## src/rtl/pulse_period_averager_pkg.sv

```systemverilog
// Shared defaults for the tach measurement path plus a small width helper.
// No ports; imported by pulse_edge_sync and pulse_period_averager.
package pulse_period_averager_pkg;

  localparam int unsigned DEF_CLK_RATE       = 50_000_000;
  localparam int unsigned DEF_RPM_WIDTH      = 16;
  localparam int unsigned DEF_PERIOD_WIDTH   = 32;
  localparam int unsigned DEF_NPOINT_AVG_2   = 3;
  localparam int unsigned DEF_NPOINT_AVG     = 2 ** DEF_NPOINT_AVG_2;
  localparam int unsigned DEF_TIMEOUT_CYCLES = 50_000_000;
  localparam int unsigned DEF_SYNC_STAGES    = 2;

  // Bits needed to hold 0..n-1, never less than one.
  function automatic int unsigned cnt_width(input int unsigned n);
    return (n > 1) ? $clog2(n) : 1;
  endfunction

endpackage

```

## src/rtl/pulse_edge_sync.sv

```systemverilog
// Synchroniser plus registered rising-edge strobe for one asynchronous tach input.
// Ports:
//   clk     - system clock
//   rst     - asynchronous active-high reset
//   pulse_i - raw asynchronous input
//   edge_o  - one-cycle strobe, the cycle after the synchronised level rises
module pulse_edge_sync
  import pulse_period_averager_pkg::*;
#(
  parameter int unsigned SYNC_STAGES = DEF_SYNC_STAGES
) (
  input  logic clk,
  input  logic rst,
  input  logic pulse_i,
  output logic edge_o
);

  logic [SYNC_STAGES-1:0] sync_q;
  logic                   level_q;
  logic                   edge_q;

  always_ff @(posedge clk or posedge rst) begin
    if (rst) begin
      sync_q  <= '0;
      level_q <= 1'b0;
      edge_q  <= 1'b0;
    end else begin
      sync_q  <= {sync_q[SYNC_STAGES-2:0], pulse_i};
      level_q <= sync_q[SYNC_STAGES-1];
      edge_q  <= sync_q[SYNC_STAGES-1] & ~level_q;
    end
  end

  assign edge_o = edge_q;

endmodule

```

## src/rtl/pulse_period_averager.sv

```systemverilog
// Tach period averager: measures clk cycles between rising edges of a raw
// pulse, keeps an N-point moving average, counts edges per fixed window and
// flags a stalled shaft.
// Ports:
//   clk               - system clock
//   rst               - asynchronous active-high reset
//   pulse             - raw asynchronous tach input
//   avg_period        - moving-average period in clk cycles
//   avg_valid         - averaging buffer holds NPOINT_AVG fresh samples
//   avg_update        - one-cycle strobe when avg_period is rewritten
//   pulse_rate        - rising edges counted in the last completed window
//   pulse_rate_change - toggles on every window completion
//   stalled           - no edge seen for TIMEOUT_CYCLES
module pulse_period_averager
  import pulse_period_averager_pkg::*;
#(
  parameter int unsigned CLK_RATE       = DEF_CLK_RATE,
  parameter int unsigned RPM_WIDTH      = DEF_RPM_WIDTH,
  parameter int unsigned PERIOD_WIDTH   = DEF_PERIOD_WIDTH,
  parameter int unsigned NPOINT_AVG_2   = DEF_NPOINT_AVG_2,
  parameter int unsigned TIMEOUT_CYCLES = DEF_TIMEOUT_CYCLES,
  parameter int unsigned SYNC_STAGES    = DEF_SYNC_STAGES
) (
  input  logic                    clk,
  input  logic                    rst,
  input  logic                    pulse,
  output logic [PERIOD_WIDTH-1:0] avg_period,
  output logic                    avg_valid,
  output logic                    avg_update,
  output logic [RPM_WIDTH-1:0]    pulse_rate,
  output logic                    pulse_rate_change,
  output logic                    stalled
);

  localparam int unsigned NPOINT_AVG = 2 ** NPOINT_AVG_2;
  localparam int unsigned SUM_WIDTH  = PERIOD_WIDTH + NPOINT_AVG_2;
  localparam int unsigned IDX_WIDTH  = cnt_width(NPOINT_AVG);
  localparam int unsigned FILL_WIDTH = NPOINT_AVG_2 + 1;
  localparam int unsigned WIN_WIDTH  = cnt_width(CLK_RATE);

  localparam logic [PERIOD_WIDTH-1:0] TIMEOUT_VAL = PERIOD_WIDTH'(TIMEOUT_CYCLES);
  localparam logic [FILL_WIDTH-1:0]   FILL_FULL   = FILL_WIDTH'(NPOINT_AVG);
  localparam logic [IDX_WIDTH-1:0]    IDX_LAST    = IDX_WIDTH'(NPOINT_AVG - 1);
  localparam logic [WIN_WIDTH-1:0]    WIN_LAST    = WIN_WIDTH'(CLK_RATE - 1);
  localparam logic [RPM_WIDTH-1:0]    RATE_MAX    = '1;

  logic                    pulse_edge;
  logic [PERIOD_WIDTH-1:0] timer_q, timer_d;
  logic                    first_seen_q, first_seen_d;
  logic [SUM_WIDTH-1:0]    sum_q, sum_d, oldest;
  logic [FILL_WIDTH-1:0]   fill_q, fill_d;
  logic [IDX_WIDTH-1:0]    idx_q, idx_d;
  logic                    wr_q, wr_d;
  logic [PERIOD_WIDTH-1:0] avg_period_q, avg_period_d;
  logic                    avg_valid_q, avg_valid_d;
  logic                    avg_update_q, avg_update_d;
  logic                    stalled_q, stalled_d;
  logic [WIN_WIDTH-1:0]    win_q, win_d;
  logic [RPM_WIDTH-1:0]    pulse_count_q, pulse_count_d, count_inc;
  logic [RPM_WIDTH-1:0]    pulse_rate_q, pulse_rate_d;
  logic                    rate_change_q, rate_change_d;
  logic                    sample_wr;
  logic [PERIOD_WIDTH-1:0] buf_q [NPOINT_AVG];

  pulse_edge_sync #(
    .SYNC_STAGES(SYNC_STAGES)
  ) u_sync (
    .clk    (clk),
    .rst    (rst),
    .pulse_i(pulse),
    .edge_o (pulse_edge)
  );

  // The very first edge only starts the timer; a sample needs two edges.
  assign sample_wr = pulse_edge & first_seen_q;

  always_comb begin
    timer_d      = timer_q;
    first_seen_d = first_seen_q;
    sum_d        = sum_q;
    fill_d       = fill_q;
    idx_d        = idx_q;
    wr_d         = 1'b0;
    stalled_d    = stalled_q;
    avg_period_d = avg_period_q;
    avg_valid_d  = avg_valid_q;
    avg_update_d = 1'b0;
    // Only a full buffer has an entry that is about to be overwritten.
    oldest = (fill_q == FILL_FULL) ? SUM_WIDTH'(buf_q[idx_q]) : '0;

    // An edge wins over a coincident timeout and is recorded as a normal sample.
    if (pulse_edge) begin
      timer_d      = PERIOD_WIDTH'(1);
      first_seen_d = 1'b1;
      stalled_d    = 1'b0;
      if (first_seen_q) begin
        sum_d  = sum_q + SUM_WIDTH'(timer_q) - oldest;
        fill_d = (fill_q == FILL_FULL) ? fill_q : fill_q + 1'b1;
        idx_d  = (idx_q == IDX_LAST) ? '0 : idx_q + 1'b1;
        wr_d   = 1'b1;
      end
    end else if (timer_q == TIMEOUT_VAL) begin
      first_seen_d = 1'b0;
      sum_d        = '0;
      fill_d       = '0;
      idx_d        = '0;
      stalled_d    = 1'b1;
      avg_valid_d  = 1'b0;
      avg_period_d = '0;
    end else begin
      timer_d = timer_q + 1'b1;
    end

    // The timer was just reloaded when wr_q is set, so this never meets a timeout.
    if (wr_q) begin
      avg_update_d = 1'b1;
      avg_period_d = sum_q[SUM_WIDTH-1:NPOINT_AVG_2];
      avg_valid_d  = (fill_q == FILL_FULL);
    end
  end

  always_comb begin
    count_inc = (pulse_edge && (pulse_count_q != RATE_MAX)) ? pulse_count_q + 1'b1
                                                           : pulse_count_q;
    if (win_q == WIN_LAST) begin
      win_d         = '0;
      pulse_count_d = '0;
      pulse_rate_d  = count_inc;
      rate_change_d = ~rate_change_q;
    end else begin
      win_d         = win_q + 1'b1;
      pulse_count_d = count_inc;
      pulse_rate_d  = pulse_rate_q;
      rate_change_d = rate_change_q;
    end
  end

  always_ff @(posedge clk or posedge rst) begin
    if (rst) begin
      timer_q       <= '0;
      first_seen_q  <= 1'b0;
      sum_q         <= '0;
      fill_q        <= '0;
      idx_q         <= '0;
      wr_q          <= 1'b0;
      avg_period_q  <= '0;
      avg_valid_q   <= 1'b0;
      avg_update_q  <= 1'b0;
      stalled_q     <= 1'b0;
      win_q         <= '0;
      pulse_count_q <= '0;
      pulse_rate_q  <= '0;
      rate_change_q <= 1'b0;
    end else begin
      timer_q       <= timer_d;
      first_seen_q  <= first_seen_d;
      sum_q         <= sum_d;
      fill_q        <= fill_d;
      idx_q         <= idx_d;
      wr_q          <= wr_d;
      avg_period_q  <= avg_period_d;
      avg_valid_q   <= avg_valid_d;
      avg_update_q  <= avg_update_d;
      stalled_q     <= stalled_d;
      win_q         <= win_d;
      pulse_count_q <= pulse_count_d;
      pulse_rate_q  <= pulse_rate_d;
      rate_change_q <= rate_change_d;
    end
  end

  // Stale entries are harmless: they are only subtracted once fill is full again.
  always_ff @(posedge clk) begin
    if (sample_wr) buf_q[idx_q] <= timer_q;
  end

  assign avg_period        = avg_period_q;
  assign avg_valid         = avg_valid_q;
  assign avg_update        = avg_update_q;
  assign pulse_rate        = pulse_rate_q;
  assign pulse_rate_change = rate_change_q;
  assign stalled           = stalled_q;

endmodule

```

## config.mk

```make
export PLATFORM = sky130hd
export DESIGN_NAME = pulse_period_averager
export DESIGN_NICKNAME = d
export VERILOG_FILES = /design/src/rtl/pulse_period_averager_pkg.sv /design/src/rtl/pulse_edge_sync.sv /design/src/rtl/pulse_period_averager.sv
export SDC_FILE = /design/constraint.sdc
export NUM_CORES = 1
export LEC_CHECK = 0
export ABC_AREA = 1
export CORE_MARGIN = 2
export CORE_UTILIZATION = 50
export DETAILED_ROUTE_END_ITERATION = 16
export PLACE_DENSITY = 0.77
export SETUP_SLACK_MARGIN = 0.02
export SYNTH_ARGS = -nofsm -noshare
export SYNTH_HDL_FRONTEND = slang
export SYNTH_SLANG_ARGS = --single-unit
```

## constraint.sdc

```tcl
create_clock -name clk -period 10.65 [get_ports clk]
set_input_delay 2.6625 -clock clk [delete_from_list [all_inputs] [get_ports clk]]
set_output_delay 2.6625 -clock clk [all_outputs]
set_load 0.005 [all_outputs]
```

==> impl_results.md, run 1 <==
* Post-Route WL at 54.2 mm
* #FFs+latches synth at 430
* CP max stage delay at 0.72 ns
* TritonCTS clock tree: built
* Grt ovf at 0
* Internal power at 3790 µW
* Clock sinks at 430
* Setup CP Type: reg -> reg
* Cell Rows at 75
* Vias/cell at 5.57
* Post-synth top flop: edfxtp_1
* Tot GR Track Use at 25.3%
* Post-synth EDFFs at 256
* Vias in the first global route at 16000
* WP data required at 11.09 ns
* Minimum clock period at 5.48 ns
* Max capacitance violation total at 0
* Placed cell area at 22300 µm²
* Top cells by area, synth: edfxtp_1, dfrtp_1, nor2_1
* Final setup viols at 0
* RSZ-0062 raised after global routing: no
* Mapped cell area at 21200 µm²
* Mapped Cells at 2270
* H-tree levels at 2
* Gate power share at 41.5%
* CP Max Fanout at 76
* Psw at 2560 µW
* Final hold vios at 0
* Clk pin slew, worst setup/hold paths at 0.07 ns
* Switch share at 40.3%
* Top cells by count, synth: nor2_1, nand2_1, inv_1, edfxtp_1, o21ai_0
* IO Port Bufs at 54
* DRT Pass-1 Iters at 6
* # Post-CTS Setup Buffers at 0
* Power Dens Cells at 266 nW/µm²
* Kind of end point of the critical path: flip-flop
* Syn Area/Cell at 9.33 µm²
* Slew Limit Headroom at 34.3%
* Fraction of registers with async set/reset at 40.5%
* Synth area leader: edfxtp_1
* Worst-margin pin slew at 0.984 ns
* Nets@finish at 2394
* Share of the synthesized area in the top cell type at 36.3%
* Clk_skew at 0.0153 ns
* Core region area at 41900 µm²
* Initial antenna violation count at 0
* Largest net degree at the start of global routing at 111
* Synth cell types at 41
* Post-DRT Antenna Nets at 0
* CTS Hold Bufs at 0
* Slowest cell on the critical path: dfrtp_4
* Clock share of power at 24.9%
* Startpoint Class: flip-flop
* Worst Hold Class: reg -> reg
* DP HPWL at 35.8 mm
* Starting DRT DRC Count at 1780
* Critical path data arrival time at 5.92 ns
* Outcome: finished, final reports clean
* Fin area at 23800 µm²
* Crit path top cell by count: nand2_1
* Fmax achieved at 182 MHz
* Full die area at 44000 µm²
* Routed vias at 16100
* Area Overhead vs Synth at 12.4%
* Insertion delay to the later sink of the worst-skew pair at 0.56 ns
* VDD IR-drop max at 0.000151 V
* Final setup TNS at 0 ns
* Total number of yosys warnings at 0
* Count of pins over their slew limit at 0
* Final GP Congestion at 0.971
* Total CTS buffers at 45
* Post-cts repair resize count at 0
* Per-cell routed wire length at 18.8 µm
* Antenna cells at 0
* Largest delay share family, worst path: buffers and inverters
* Register area share after synthesis at 56.9%
* First-pass GRT wire length at 86.8 mm
* Reg power frac at 33.7%
* IO Count at 55
* Final worst path period share at 51.5%
* Fraction of layout cells with a size suffix above 1 at 5.65%
* CTS Buffer Depth at 3
* CP cell instances: inv_2 -> buf_4 -> o21ai_0 -> a41oi_1 -> fa_1 -> fa_1 -> inv_1 -> nand3_1 -> nand2_1 -> a21oi_1 -> o21ai_0 -> nand2_1 -> nand2_1 -> nand2_1 -> nand3_1 -> nand2_1
* Clk root buf: clkbuf_16
* Die Ht at 210 µm
* Chip width at 210 µm
* Most frequent cell after synthesis: nor2_1
* Drt drc at 0
* Syn nets at 2348
* CP bufs+invs at 3
* Starting Density at 50.6%
* Static Leak at 0.0102 µW
[kinds of logic after synthesis]
| group | Yosys count | synth area share (%) |
|---|---|---|
| and+or+nand+nor | 1009 | 20.2 |
| adders and majority gates | 75 | 5.57 |
| buffers and inverters | 369 | 6.77 |
| AOI/OAI and AO/OA | 343 | 8.81 |
| xor gates and xnor gates | 44 | 1.82 |
| DFF | 430 | 56.9 |
[final cells by class]
cell class | instances | area, µm²
Fill cell | 3544 | 18000
Clock inverter | 19 | 136
Sequential cell | 430 | 12000
Multi-Input combinational cell | 1471 | 7770
Inverter | 294 | 1110
Tap cell | 539 | 674
Timing Repair Buffer | 74 | 691
Clock buffer | 65 | 1380
[path summary, 6_finish.rpt]
kind	start	end	slack (ns)	cells past startpoint
min in group asynchronous	rst	avg_period[26]$_DFFE_PP0P_	2.66	2
max in group asynchronous	rst	idx_q[0]$_DFFE_PP0P_	6.45	3
setup / recovery	idx_q[0]$_DFFE_PP0P_	sum_q[30]$_DFFE_PP0P_	5.17	16
setup reg to reg	idx_q[0]$_DFFE_PP0P_	sum_q[30]$_DFFE_PP0P_	5.17	16
hold / removal	u_sync.sync_q[0]$_DFF_PP0_	u_sync.sync_q[1]$_DFF_PP0_	0.38	0
hold reg to reg	u_sync.sync_q[0]$_DFF_PP0_	u_sync.sync_q[1]$_DFF_PP0_	0.38	0
[power groups by stage]
stage / Sequential (µW) / Combinational, µW / Clock [µW]
floorplan: 2120 / 1840 / 0
global placement: 2150 / 2530 / 0
detailed placement: 2160 / 2580 / 0
CTS: 2130 / 2600 / 1600
global route: 2160 / 3000 / 1660
finish: 2140 / 2630 / 1580
[metrics by stage]
step                      worst slack [ns]  hold slack (ns)  power (µW)  utilization, %  instances
after detailed placement              5.32            0.356        4750            53.3       2808
after floorplan                       3.27            0.331        3960               -       2270
after global placement                5.48            0.347        4680            53.3       2808
final                                 5.17            0.377        6350            56.9       2892
after global routing                  4.98            0.386        6820            56.9       2892
after CTS                             5.30            0.371        6340            56.9       2892
[routing by layer]
metal	global-route usage, %	up-vias	wire length, µm
li1	-	7639	-
met3	3.79	110	4520
met2	41.6	730	25200
met1	34.4	7629	22600
met4	9.07	0	1980
met5	0	-	0
[cell usage in the layout (no fill, tap or decap), types with 5 or more instances in the layout]
master,Yosys,final
nor2_1,414,406
nand2_1,341,340
inv_1,281,279
edfxtp_1,256,256
o21ai_0,200,200
dfrtp_1,174,173
nand3_1,155,153
a21oi_1,61,61
clkdlybuf4s50_1,0,54
clkbuf_16,0,50
ha_1,43,43
nor3_1,40,40
o21ai_1,36,36
a41oi_1,32,32
fa_1,32,32
xor2_1,31,31
nand4_1,24,24
buf_4,0,20
nor4_1,13,13
xnor2_1,13,13
inv_2,10,11
nor2_4,1,9
clkinv_2,0,9
clkbuf_1,45,8
clkbuf_8,0,7
clkinv_1,3,6
a31oi_1,5,5
[state kept, by name (all words and copies together), names as in the netlist]
signal,flops
avg_period,32
avg_update,1
buf_q,256
wr_q,1
sum_q,35
pulse_rate_change,1
u_sync.edge_o,1
pulse_count_q,16
fill_q,4
timer_q,32
win_q,26
u_sync.sync_q,2
stalled,1
u_sync.level_q,1
avg_valid,1
idx_q,3
first_seen_q,1
pulse_rate,16
Power figures use the tool's default switching activity.
==> run 2, diff against run 1 <==
Settings changed: PLACE_DENSITY 0.77 to 0.79.
Clock period 10.65 ns to 4.41 ns, I/O delays scaled along.
==> run 2 against run 1 <==
Effect of this change:
- first-iteration DRC count decreased by 9.7%
- setup slack worse by 5.0 ns
- non-clock buffer count grew 10
- sequential share of layout area up 0.077 points
- core utilization fell by 0.087 points
- critical path depth increased by 1
- fmax is 31% higher
- routed wire length up 2.3%
- final area is 0.15% lower
- clock power up 120%
- via count is 0.83% higher
- count of clock-buffer cells in the layout up 1
- critical path type unchanged
==> impl_results.md, run 2 (synthesis results as in run 1) <==
* M1 WL at 23.1 mm (+2.3%)
* Fill cells at 3536 (-0.23%)
* TritonCTS clock tree: built
* Reg-to-reg setup timing slack at 0.22 ns (-4.95 ns)
* DP HPWL at 37.7 mm (+5.3%)
* Insertion delay to the later sink of the worst-skew pair at 0.55 ns (about the same)
* Starting DRT DRC Count at 1607 (-9.7%)
* CTS Buffer Depth at 3 (unchanged)
* Post-Route WL at 55.5 mm (+2.3%)
* Final setup viols at 0 (unchanged)
* Max reg flops at 256 (unchanged)
* Fraction of layout cells with a size suffix above 1 at 5.64% (-0.0096 points)
* Fin area at 23800 µm² (-0.15%)
* WL met2 at 25.1 mm (about the same)
* VDD IR-drop max at 0.000308 V (+100%)
* Vias in the first global route at 16100 (+0.49%)
* Clk root buf: clkbuf_16
* Minimum clock period at 4.19 ns (-1.29 ns)
* Tot GR Track Use at 25.7% (+0.38 points)
* Switch share at 40.7% (+0.39 points)
* Per-cell routed wire length at 19.2 µm (+2.1%)
* Startpoint Class: flip-flop
* Storage element area at 12000 µm² (unchanged)
* Core region area at 41900 µm² (unchanged)
* Area Overhead vs Synth at 12.3%
* Final GP Congestion at 0.955 (-1.7%)
* Power Dens Cells at 639 nW/µm² (+140%)
* Most flops, register: buf_q
* Worst Hold Class: reg -> reg
* Psw at 6180 µW (+140%)
* Post-DRT Antenna Nets at 0 (unchanged)
* Routed vias at 16200 (+0.83%)
* Gate power share at 42.8% (+1.3 points)
* Clk_skew at 0.0176 ns (+0.00231 ns)
* RSZ-0062 raised after global routing: yes
* IO Port Bufs at 54 (unchanged)
* Start point of the critical path: fill_q[0]$_DFFE_PP0P_
* Internal power at 9010 µW (+140%)
* Final setup TNS at 0 ns (unchanged)
* Clock share of power at 23.4% (-1.5 points)
* CP Max Fanout at 20 (-74%)
* Starting Density at 50.6% (unchanged)
* Top Layer Used: met4
* Total CTS buffers at 43 (-4.4%)
* Hold Path Origin: u_sync.sync_q[0]$_DFF_PP0_
* Clock sinks at 430 (unchanged)
* Initial antenna violation count at 0 (unchanged)
* DRT Pass-1 Iters at 6 (unchanged)
* Final worst path period share at 95.1% (+44 points)
* Most common cell after layout, fill and taps aside: nor2_1
* Antenna cells at 0 (unchanged)
* Outcome: finished, final reports clean
* First-pass GRT wire length at 87.9 mm (+1.4%)
* WP data required at 4.84 ns (-6.25 ns)
* Final hold vios at 0 (unchanged)
* Reg power frac at 33.8% (about the same)
* Footprint of the multi-input gates at 7780 µm² (+0.13%)
* Setup CP Type: reg -> reg
* Grt ovf at 0 (unchanged)
* Count of pins over their slew limit at 0 (unchanged)
* Drt drc at 0 (unchanged)
* Nets@finish at 2402 (+0.33%)
* Placed cell area at 22400 µm² (+0.54%)
* Chip width at 210 µm (unchanged)
* Max capacitance violation total at 0 (unchanged)
* Largest net degree at the start of global routing at 129 (+16%)
* Full die area at 44000 µm² (unchanged)
* Top flop regs: buf_q x256, sum_q x35
* IO Count at 55 (unchanged)
* Cell Rows at 75 (unchanged)
* Fmax achieved at 238 MHz (+31%)
* Commonest cells after routing, fill and taps aside: nor2_1, nand2_1, inv_1
* Slew Limit Headroom at 14.8% (-20 points)
* H-tree levels at 2 (unchanged)
* CTS Hold Bufs at 0 (unchanged)
* Static Leak at 0.0101 µW (-0.31%)
* Worst-margin pin slew at 1.28 ns (+0.291 ns)
* Critical path data arrival time at 4.63 ns (-1.29 ns)
* Clk pin slew, worst setup/hold paths at 0.06 ns (about the same)
* Vias/cell at 5.61 (+0.69%)
* Kind of end point of the critical path: flip-flop
* Reg2reg start: fill_q[0]$_DFFE_PP0P_
* Die Ht at 210 µm (unchanged)
* DR WL met3 at 4.71 mm (+4.1%)
-- run 2: timing repair --
| item | 4_1_cts | 5_1_grt |
|---|---|---|
| endpoints found under the hold margin | 0 | 0 |
| buffers inserted | 0 | 0 |
| gates resized for setup | 0 | 3 |
| endpoints found under the setup margin | 0 | 4 |
-- run 2: critical path: stages, from the launching register on --
cell     delay, ns
dfrtp_1       0.42
inv_1         0.08
ha_1          0.16
nand3_2       0.54
buf_4         0.46
a41oi_1       0.45
fa_1          0.53
inv_1         0.09
ha_1          0.32
nand2_1       0.15
nor2_1        0.22
inv_1         0.10
nor4_1        0.17
nand2_1       0.16
nand2_1       0.09
nand2_1       0.05
nand3_1       0.06
nand2_1       0.05
-- run 2: per-layer routing --
metal  up-vias  global-route usage [%]
met5         -                       0
met4         0                    11.7
met3       133                    4.91
met2       720                    40.5
met1      7748                    34.6
li1       7641                       -
-- run 2: final timing paths --
kind,cells after the start,to
worst max-delay path,17,sum_q[29]$_DFFE_PP0P_
worst min-delay path,0,u_sync.sync_q[1]$_DFF_PP0_
worst max register to register,17,sum_q[29]$_DFFE_PP0P_
worst min register to register,0,u_sync.sync_q[1]$_DFF_PP0_
max in group asynchronous,3,win_q[11]$_DFF_PP0_
min in group asynchronous,2,avg_period[26]$_DFFE_PP0P_
-- run 2: final cells by class --
| type | count | share of cell area (%) |
|---|---|---|
| clock buffer | 66 | 5.15 |
| sequential | 430 | 50.7 |
| tap | 539 | 2.84 |
| timing repair buffer | 84 | 3.45 |
| inverter | 294 | 4.66 |
| multi-input combinational | 1471 | 32.7 |
| clock inverter | 12 | 0.500 |
-- run 2: stage by stage --
step | total power, µW | std cells | setup slack [ns] | hold slack [ns] | util [%]
CTS | 15100 | 2896 | 0.294 | 0.366 | 56.8
global route | 16300 | 2896 | 0.00641 | 0.372 | 56.8
floorplan | 9560 | 2270 | 1.04 | 0.331 | -
detailed placement | 11600 | 2818 | 0.307 | 0.348 | 53.6
finish | 15200 | 2896 | 0.217 | 0.363 | 56.8
global placement | 11400 | 2818 | 0.343 | 0.347 | 53.6
-- run 2: power groups by stage --
stage          registers (µW)  clock network (µW)  logic, µW
6_report                 5140                3550       6500
5_1_grt                  5200                3750       7380
4_1_cts                  5140                3590       6400
3_5_place_dp             5210                   0       6370
3_3_place_gp             5190                   0       6240
2_1_floorplan            5110                   0       4450
